<file path="config.mk">
export PLATFORM = sky130hd
export DESIGN_NAME = vx_warp_ctl_handler
export DESIGN_NICKNAME = d
export VERILOG_FILES = /design/src/rtl/vx_warp_ctl_handler.sv
export SDC_FILE = /design/constraint.sdc
export NUM_CORES = 1
export LEC_CHECK = 0
export BUFFER_PORTS_ARGS = -buffer_cell sky130_fd_sc_hd__buf_2
export CAP_MARGIN = 30
export CORE_UTILIZATION = 66
export CTS_CLUSTER_DIAMETER = 40
export DETAILED_ROUTE_END_ITERATION = 10
export PLACE_DENSITY = 0.89
export SLEW_MARGIN = 30
export SYNTH_ARGS = -nofsm -noshare
export SYNTH_HDL_FRONTEND = slang
export SYNTH_SLANG_ARGS = --single-unit
</file>
<file path="constraint.sdc">
create_clock -name clk -period 8.3 [get_ports clk]
set_input_delay 1.245 -clock clk [delete_from_list [all_inputs] [get_ports clk]]
set_output_delay 1.245 -clock clk [all_outputs]
set_load 0.01 [all_outputs]
</file>
<file path="src/rtl/vx_warp_ctl_handler.sv">
// Warp-control consumer: owns active/stalled warp masks, per-warp thread masks,
// barrier tracking and per-warp IPDOM reconvergence stacks feeding the scheduler.
module vx_warp_ctl_handler #(
    parameter int NUM_WARPS    = 4,
    parameter int NUM_THREADS  = 4,
    parameter int NUM_BARRIERS = 4,
    parameter int IPDOM_DEPTH  = 4,
    localparam int NW_BITS = (NUM_WARPS > 1) ? $clog2(NUM_WARPS) : 1,
    localparam int NB_BITS = (NUM_BARRIERS > 1) ? $clog2(NUM_BARRIERS) : 1
) (
    input  logic                             clk,
    input  logic                             reset,
    input  logic                             ctl_valid,
    input  logic [NW_BITS-1:0]               ctl_wid,
    input  logic                             tmc_valid,
    input  logic [NUM_THREADS-1:0]           tmc_tmask,
    input  logic                             wspawn_valid,
    input  logic [NUM_WARPS-1:0]             wspawn_wmask,
    input  logic [31:0]                      wspawn_pc,
    input  logic                             split_valid,
    input  logic                             split_diverged,
    input  logic [NUM_THREADS-1:0]           split_then_tmask,
    input  logic [NUM_THREADS-1:0]           split_else_tmask,
    input  logic [31:0]                      split_pc,
    input  logic                             barrier_valid,
    input  logic [NB_BITS-1:0]               barrier_id,
    input  logic [NW_BITS-1:0]               barrier_size_m1,
    input  logic                             join_valid,
    input  logic [NW_BITS-1:0]               join_wid,
    output logic                             join_ready,
    output logic [NUM_WARPS-1:0]             active_warps,
    output logic [NUM_WARPS-1:0]             stalled_warps,
    output logic [NUM_WARPS*NUM_THREADS-1:0] thread_masks,
    output logic                             wspawn_out_valid,
    output logic [NUM_WARPS-1:0]             wspawn_out_wmask,
    output logic [31:0]                      wspawn_out_pc,
    output logic                             branch_valid,
    output logic [NW_BITS-1:0]               branch_wid,
    output logic [31:0]                      branch_pc,
    output logic                             ipdom_err
);

    localparam int SP_BITS = $clog2(IPDOM_DEPTH + 1);
    localparam int ID_BITS = (IPDOM_DEPTH > 1) ? $clog2(IPDOM_DEPTH) : 1;

    typedef struct packed {
        logic                   ft;
        logic [NUM_THREADS-1:0] tmask;
        logic [31:0]            pc;
    } ipdom_entry_t;

    logic [NUM_WARPS-1:0]   active_reg, active_next;
    logic [NUM_WARPS-1:0]   stalled_reg, stalled_next;
    logic [NUM_THREADS-1:0] tmask_reg [NUM_WARPS];
    logic [NUM_THREADS-1:0] tmask_next [NUM_WARPS];
    ipdom_entry_t           stack_reg [NUM_WARPS][IPDOM_DEPTH];
    ipdom_entry_t           stack_next [NUM_WARPS][IPDOM_DEPTH];
    logic [SP_BITS-1:0]     sp_reg [NUM_WARPS];
    logic [SP_BITS-1:0]     sp_next [NUM_WARPS];
    logic [NW_BITS-1:0]     bar_cnt_reg [NUM_BARRIERS];
    logic [NW_BITS-1:0]     bar_cnt_next [NUM_BARRIERS];
    logic [NUM_WARPS-1:0]   bar_wait_reg [NUM_BARRIERS];
    logic [NUM_WARPS-1:0]   bar_wait_next [NUM_BARRIERS];

    logic                   wsp_valid_reg, wsp_valid_next;
    logic [NUM_WARPS-1:0]   wsp_mask_reg, wsp_mask_next;
    logic [31:0]            wsp_pc_reg, wsp_pc_next;
    logic                   br_valid_reg, br_valid_next;
    logic [NW_BITS-1:0]     br_wid_reg, br_wid_next;
    logic [31:0]            br_pc_reg, br_pc_next;
    logic                   err_reg, err_next;

    logic [NUM_WARPS-1:0]   spawn_mask;
    logic [ID_BITS-1:0]     wr_idx, wr_idx1, rd_idx;
    ipdom_entry_t           top_entry;

    assign join_ready = !ctl_valid;

    always_comb begin
        active_next    = active_reg;
        stalled_next   = stalled_reg;
        tmask_next     = tmask_reg;
        stack_next     = stack_reg;
        sp_next        = sp_reg;
        bar_cnt_next   = bar_cnt_reg;
        bar_wait_next  = bar_wait_reg;
        wsp_valid_next = 1'b0;
        wsp_mask_next  = '0;
        wsp_pc_next    = '0;
        br_valid_next  = 1'b0;
        br_wid_next    = '0;
        br_pc_next     = '0;
        err_next       = 1'b0;
        spawn_mask     = '0;
        wr_idx         = ID_BITS'(sp_reg[ctl_wid]);
        wr_idx1        = wr_idx + ID_BITS'(1);
        rd_idx         = ID_BITS'(sp_reg[join_wid] - SP_BITS'(1));
        top_entry      = stack_reg[join_wid][rd_idx];

        if (ctl_valid) begin
            if (tmc_valid) begin
                tmask_next[ctl_wid] = tmc_tmask;
                if (tmc_tmask == '0)
                    active_next[ctl_wid] = 1'b0;
            end else if (wspawn_valid) begin
                // The requesting warp is already running; never redirect it.
                spawn_mask = wspawn_wmask & ~(NUM_WARPS'(1) << ctl_wid);
                active_next = active_reg | spawn_mask;
                for (int w = 0; w < NUM_WARPS; w++)
                    if (spawn_mask[w])
                        tmask_next[w] = NUM_THREADS'(1);
                if (spawn_mask != '0) begin
                    wsp_valid_next = 1'b1;
                    wsp_mask_next  = spawn_mask;
                    wsp_pc_next    = wspawn_pc;
                end
            end else if (split_valid) begin
                if (split_diverged) begin
                    if (int'(sp_reg[ctl_wid]) + 2 <= IPDOM_DEPTH) begin
                        stack_next[ctl_wid][wr_idx]  = '{ft: 1'b1, tmask: tmask_reg[ctl_wid], pc: 32'h0};
                        stack_next[ctl_wid][wr_idx1] = '{ft: 1'b0, tmask: split_else_tmask, pc: split_pc};
                        sp_next[ctl_wid]    = sp_reg[ctl_wid] + SP_BITS'(2);
                        tmask_next[ctl_wid] = split_then_tmask;
                    end else begin
                        err_next = 1'b1;
                    end
                end else begin
                    if (int'(sp_reg[ctl_wid]) + 1 <= IPDOM_DEPTH) begin
                        stack_next[ctl_wid][wr_idx] = '{ft: 1'b1, tmask: tmask_reg[ctl_wid], pc: 32'h0};
                        sp_next[ctl_wid] = sp_reg[ctl_wid] + SP_BITS'(1);
                    end else begin
                        err_next = 1'b1;
                    end
                end
            end else if (barrier_valid) begin
                if (bar_cnt_reg[barrier_id] == barrier_size_m1) begin
                    stalled_next = stalled_reg & ~bar_wait_reg[barrier_id];
                    bar_wait_next[barrier_id] = '0;
                    bar_cnt_next[barrier_id]  = '0;
                end else begin
                    bar_cnt_next[barrier_id] = bar_cnt_reg[barrier_id] + NW_BITS'(1);
                    bar_wait_next[barrier_id][ctl_wid] = 1'b1;
                    stalled_next[ctl_wid] = 1'b1;
                end
            end
        end else if (join_valid) begin
            if (sp_reg[join_wid] == '0) begin
                err_next = 1'b1;
            end else begin
                sp_next[join_wid]    = sp_reg[join_wid] - SP_BITS'(1);
                tmask_next[join_wid] = top_entry.tmask;
                if (!top_entry.ft) begin
                    br_valid_next = 1'b1;
                    br_wid_next   = join_wid;
                    br_pc_next    = top_entry.pc;
                end
            end
        end
    end

    always_ff @(posedge clk or negedge reset) begin
        if (!reset) begin
            active_reg  <= NUM_WARPS'(1);
            stalled_reg <= '0;
            for (int w = 0; w < NUM_WARPS; w++) begin
                tmask_reg[w] <= (w == 0) ? NUM_THREADS'(1) : '0;
                sp_reg[w]    <= '0;
                for (int d = 0; d < IPDOM_DEPTH; d++)
                    stack_reg[w][d] <= '0;
            end
            for (int b = 0; b < NUM_BARRIERS; b++) begin
                bar_cnt_reg[b]  <= '0;
                bar_wait_reg[b] <= '0;
            end
            wsp_valid_reg <= 1'b0;
            wsp_mask_reg  <= '0;
            wsp_pc_reg    <= '0;
            br_valid_reg  <= 1'b0;
            br_wid_reg    <= '0;
            br_pc_reg     <= '0;
            err_reg       <= 1'b0;
        end else begin
            active_reg    <= active_next;
            stalled_reg   <= stalled_next;
            tmask_reg     <= tmask_next;
            sp_reg        <= sp_next;
            stack_reg     <= stack_next;
            bar_cnt_reg   <= bar_cnt_next;
            bar_wait_reg  <= bar_wait_next;
            wsp_valid_reg <= wsp_valid_next;
            wsp_mask_reg  <= wsp_mask_next;
            wsp_pc_reg    <= wsp_pc_next;
            br_valid_reg  <= br_valid_next;
            br_wid_reg    <= br_wid_next;
            br_pc_reg     <= br_pc_next;
            err_reg       <= err_next;
        end
    end

    generate
        for (genvar gi = 0; gi < NUM_WARPS; gi++) begin : g_tmask_out
            assign thread_masks[gi*NUM_THREADS +: NUM_THREADS] = tmask_reg[gi];
        end
    endgenerate

    assign active_warps     = active_reg;
    assign stalled_warps    = stalled_reg;
    assign wspawn_out_valid = wsp_valid_reg;
    assign wspawn_out_wmask = wsp_mask_reg;
    assign wspawn_out_pc    = wsp_pc_reg;
    assign branch_valid     = br_valid_reg;
    assign branch_wid       = br_wid_reg;
    assign branch_pc        = br_pc_reg;
    assign ipdom_err        = err_reg;

endmodule

</file>
==> out/metrics.yaml, run 1 <==
status: "finished clean"
overflow: 0
power.leakage_uw: 0.0172
area_delta_synth_final_pct: 15.2
worst_ep_required_time_ns: 8.88
cts_tree: "built"
design.core.area_um2: 47800
hp-class: "reg -> reg"
grt_max_degree: 197
io_buffer_count: 194
final-setup-viol-count: 0
synth_top_family_by_area: "compound AO/OA/AOI/OAI gates"
synth_compound_area_share_pct: 18.7
relSlewSlack_pct: 29.3
seq_area_frac_synth_pct: 56.6
ant_nets: 0
first_pass_iters: 7
synth_top_area_share_pct: 56.4
power_uw: 10500
regArea_um2: 18100
fin_util_pct: 77.2
ys_warn_count: 0
synth_edf_count: 0
r2r_cells: 12
fin_setup_tns_ns: 0
ctsHoldBuffers: 0
post_cts_buffers: 0
hold_start: "stack_reg[64]"
root_buffer: "clkbuf_16"
drive_gt1_share_pct: 28.0
clkSinkCount: 725
synthXorXnorAreaFrac_pct: 0.164
syn_inst: 2309
synth_area_leaders: "dfrtp_1, mux4_2, a22o_1"
finalHoldViolations: 0
syn-cell-area_um2: 32100
crit_fanout: 21
clk_latency_ns: 0.65
cp_data_arrival_time_ns: 6.20
antenna_found_initial: 11
remaining_drc_errors: 0
dp.final_hpwl_mm: 54.3
die-area_um2: 49500
async_flop_share_pct: 100
fillCellCount: 2442
grt_pass1_vias: 25600
cp-startpoint: "ctl_wid[1]"
viasPerCell: 8.06
critPathCaptureType: "flip-flop"
num_io_pins: 195
skew_ns: 0.0230
maxCapViolCount: 0
multi_input_area_um2: 13000
fmaxAchievable_mhz: 178
final_cell_area_um2: 37000
synthAdderAreaFrac_pct: 0.351
fin_crit_sh_pct: 67.7
numCtsBuffers: 91
synth_most_common_cell: "dfrtp_1"
avgSynthCellArea_um2: 13.9
drv_slew: 0
syn_nets: 2415
clockBufferDepth: 3
ir_worst_vdd_mv: 0.225
rsz0062_at_grt: "no"
yosys.area.top_type: "dfrtp_1"
largest_register_ff_count: 592
grt_usage_pct: 42.3
fin_nets: 2497
whs_ns: 0.494
worstMarginPinSlew_ns: 1.06
start_util_pct: 67.1
grt_pass1_wl_mm: 157
vias: 24900
ys_types: 61
die_h_um: 222
r2r_end: "stack_reg[543]"
gp_congestion: 0.944
drt-wirelength-per-cell_um: 33.8
cts.clk_slew.worst_paths_ns: 0.07
cts_resized: 0
wl_mm: 104
cp-start-kind: "input port"
powerDensity_nw_per_um2: 285
crit_end: "stack_reg[543]"
r2r_slack_ns: 3.37
die_w_um: 222
synth_simple_gate_area_share_pct: 4.93
synthMuxAreaShare_pct: 15.4
ys.flop_type: "dfrtp_1"
worst-setup-path-type: "in -> reg"
synth_seq_cells: 725
drtIter0Drc: 4202
cts-htree-levels: 3
period_minus_slack_ns: 5.62
r2r-start: "sp_reg[3]"
post_dp_cell_area_um2: 33600
synth_commonest_cells: "dfrtp_1, a22o_1, mux4_2"
rows: 80
-- layer usage --
metal	track usage [%]	wire, um	share of wire (%)
met4	27.3	7510	7.2
met3	12.9	14100	13
met1	54.1	34500	33
met5	0	31	0.030
met2	63.7	48300	46
-- worst max-delay path, cell delays in order --
cell and delay [ns]:
buf_2 0.38, mux2_4 0.26, nor2_1 0.05, a21oi_1 0.44, ha_1 0.79, nor3b_1 0.28, mux2i_1 0.18, a41oi_4 0.83
nor3_2 0.27, buf_4 0.27, a21oi_4 0.49, buf_4 0.43, a22o_1 0.22
-- cell usage in the layout (no fill, tap or decap), types with 7 or more instances in the layout --
master	count
clkbuf_8	7
inv_1	43
inv_6	8
mux2_2	24
nor3_1	17
nand2_1	60
clkinv_2	11
bufinv_16	9
a222oi_1	17
a22oi_1	7
nor3_2	10
o22ai_1	20
a221oi_1	8
and2_1	41
mux4_2	200
diode_2	7
buf_4	31
inv_8	9
ha_1	8
a22o_1	485
a2bb2oi_1	21
nor2b_1	34
clkbuf_1	8
clkbuf_16	94
buf_16	14
buf_2	191
a21oi_1	43
a32o_1	42
mux2i_1	15
o21ai_4	12
clkinvlp_4	13
nor2_4	9
nand3_1	12
dfrtp_1	723
nor2_1	82
o21ai_0	41
-- power by group --
group | leakage, uW | switching (uW) | internal [uW]
sequential | 0.00985 | 334 | 3980
combinational | 0.00587 | 1170 | 929
clock | 0.00151 | 1680 | 2450
-- worst min path at each step --
stage / slack, ns / end / cells after the start
5_1_grt: 0.50 / stack_reg[64] / 1
3_5_place_dp: 0.48 / stack_reg[188] / 1
6_report: 0.49 / stack_reg[64] / 1
3_3_place_gp: 0.47 / stack_reg[186] / 1
4_1_cts: 0.50 / stack_reg[64] / 1
2_1_floorplan: 0.46 / bar_wait_reg[11] / 2
-- metrics by stage --
step | cells | setup slack (ns)
2_1_floorplan | 2309 | 3.45
3_3_place_gp | 2896 | 2.62
3_5_place_dp | 2907 | 2.43
4_1_cts | 3072 | 2.91
5_1_grt | 3084 | 2.53
6_report | 3085 | 2.68
-- cell families (layout without fill, tap and decap cells) --
group / after synthesis / count (layout)
xor gates and xnor gates: 6 / 6
adders and majority gates: 9 / 9
other: 0 / 7
AOI/OAI and AO/OA: 722 / 722
buffers and inverters: 302 / 456
and+or+nand+nor: 305 / 305
muxes: 240 / 240
DFF: 725 / 725
-- cell type report --
type | instances | area share, %
Inverter | 44 | 0.447
Tap cell | 615 | 2.08
Sequential cell | 725 | 49.1
Clock buffer | 109 | 6.71
Clock inverter | 56 | 1.77
Antenna cell | 7 | 0.0474
Multi-Input combinational cell | 1282 | 35.1
Timing Repair Buffer | 247 | 4.71
Note: power is estimated with default switching activity, not from simulation.
==> run 2, diff against run 1 <==
CORE_UTILIZATION = 55   (was 66)
PLACE_DENSITY = 0.79   (was 0.89)
clock period = 5.1 ns   (was 8.3 ns; I/O delays follow)
==> run 2 against run 1 <==
The run now ends with DRC left. Via count shrank 5.6%. Core utilization shrank 11 points. Non-clock buffer count grew 35. Cell count grew 6.7%. Clock skew grew 0.0076 ns. Clock power grew 82%. Global-route usage shrank 8.8 points. Die area grew 20%. Critical path type is now reg -> reg. Largest power group is now clock.
==> out/metrics.yaml, run 2 (same netlist as run 1, synthesis figures left out) <==
grt_pass1_wl_mm: 151  # -3.5%
drtIter0Drc: 2859  # -32%
cts-htree-levels: 3  # unchanged
grt_max_degree: 129  # -35%
fillCellCount: 4003  # +64%
min_path_cells: 2  # +1
ant_nets: 0  # unchanged
critPathCaptureType: "flip-flop"
cts_resized: 0  # unchanged
antenna_found_initial: 4  # -7
rows: 88  # +10%
fmaxAchievable_mhz: 238
design.core.area_um2: 57700  # +21%
numCtsBuffers: 101  # +11%
r2r-start: "sp_reg[3]"
r2r_slack_ns: 0.89  # -2.48 ns
fin_util_pct: 65.8  # -11 points
cp-start-kind: "flip-flop"
mostFrequentLayoutCell: "dfrtp_1"
slowest_stage: "nor3_2"
wl_mm: 97.4  # -6.7%
start_util_pct: 55.6  # -11 points
final-setup-viol-count: 0  # unchanged
die_w_um: 244  # +9.5%
grt_pass1_vias: 24800  # -3.0%
worst_ep_required_time_ns: 5.64  # -3.24 ns
grt_usage_pct: 33.5  # -8.8 points
remaining_drc_errors: 7  # +7
first_pass_iters: 11  # +4
r2r_cells: 12  # unchanged
violations: "DRC"
die_h_um: 244  # +9.5%
hold_start: "wspawn_pc[17]"
cts.clk_slew.worst_paths_ns: 0.06  # about the same
worstMarginPinSlew_ns: 1.04  # -0.0155 ns
worst-setup-path-type: "reg -> reg"
largest_register_ff_count: 592  # unchanged
drt-wirelength-per-cell_um: 29.6  # -13%
cts_tree: "built"
relSlewSlack_pct: 30.3  # +1.0 points
vias: 23500  # -5.6%
skew_ns: 0.0305  # +0.00755 ns
drv_slew: 0  # unchanged
power.leakage_uw: 0.0177  # +2.7%
cp_data_arrival_time_ns: 4.75  # -1.45 ns
fin_crit_sh_pct: 82.6
maxCapViolCount: 0  # unchanged
r2r_end: "stack_reg[281]"
dp.final_hpwl_mm: 56.5  # +4.2%
gp_congestion: 0.907  # -3.9%
viasPerCell: 7.13  # -11%
area_delta_synth_final_pct: 18.3
root_buffer: "clkbuf_16"
hp-class: "in -> reg"
final_cell_mix: "dfrtp_1, a22o_1, mux4_2"
crit_fanout: 16  # -24%
critical_path.cell_chain: "mux2_4 > nor2_1 > a21oi_1 > ha_1 > and3b_1 > mux2i_1 > a41oi_4 > nor3_2 > o21ai_4 > buf_8 > buf_4 > a22o_1"
fin_setup_tns_ns: 0  # unchanged
rsz0062_at_grt: "no"
clkSinkCount: 725  # unchanged
overflow: 0  # unchanged
period_minus_slack_ns: 4.21
finalHoldViolations: 0  # unchanged
critPathMaxStageDelay_ns: 0.83  # about the same
io_buffer_count: 194  # unchanged
fin_nets: 2542  # +1.8%
powerDensity_nw_per_um2: 469  # +64%
clk_latency_ns: 0.66  # about the same
power_uw: 17800  # +69%
status: "finished, violations left"
die-area_um2: 59300  # +20%
holdPathEnd: "wspawn_out_pc[17]"
num_io_pins: 195  # unchanged
ir_worst_vdd_mv: 0.333  # +48%
drive_gt1_share_pct: 29.5  # +1.5 points
clockBufferDepth: 3  # unchanged
==> run 2: cell types whose count changed in the layout (fill, tap and decap cells not counted), sizes merged <==
cell and change:
buf +34, bufinv +5, clkbuf +15, clkinv +4, clkinvlp -3, diode -2, dlygate4sd3 +1, inv +2
==> run 2: worst max-delay path by stage <==
stage | start | cells after the start | to
finish | sp_reg[3] | 12 | stack_reg[281]
global route | sp_reg[9] | 12 | stack_reg[281]
CTS | sp_reg[3] | 11 | stack_reg[287]
detailed placement | ctl_wid[0] | 10 | stack_reg[287]
global placement | ctl_wid[0] | 10 | stack_reg[289]
floorplan | join_wid[1] | 12 | branch_pc[13]
==> run 2: cell type report <==
class                      count  area, um^2  area share [%]
sequential                   725       18100            47.8
multi-input combinational   1282       13000            34.2
clock buffer                 124        2800            7.37
timing repair buffer         282        2030            5.35
tap                          765         957            2.52
clock inverter                64         881            2.32
inverter                      44         165           0.435
antenna                        5        12.5          0.0330
==> run 2: metrics by stage <==
step	hold WS [ns]	setup WS (ns)	area [um^2]	std cells
after floorplan	0.457	0.733	32100	2309
after global placement	0.468	0.549	34100	3091
after detailed placement	0.477	0.378	34200	3094
after CTS	0.240	0.966	37900	3282
after global routing	0.313	0.709	37900	3290
final	0.310	0.890	37900	3291
==> run 2: worst max-delay path, delay by kind of cell (launching register included) <==
kind / cells / cell delay (ns)
AOI/OAI and AO/OA: 4 / 1.31
adders and majority gates: 1 / 0.34
buffers and inverters: 2 / 0.44
DFF: 1 / 0.38
muxes: 2 / 0.52
and+or+nand+nor: 3 / 1.08
==> run 2: timing repair <==
action | CTS | global route
hold buffers | 0 | 1
endpoints found under the hold margin | 0 | 25
buffers inserted | 0 | 0
==> run 2: layer usage <==
layer | track usage [%] | vias up | wire length (um)
met3 | 7.38 | 306 | 9930
met5 | 0 | - | 0
met4 | 16.5 | 0 | 4460
met1 | 45.6 | 12300 | 36700
li1 | - | 9216 | -
met2 | 51.4 | 1651 | 46300
==> run 2: power breakdown <==
group | internal (uW) | leakage, uW | total [uW] | switching (uW)
combinational | 1500 | 0.00607 | 3330 | 1830
clock | 4680 | 0.00178 | 7530 | 2850
sequential | 6480 | 0.00985 | 6950 | 471
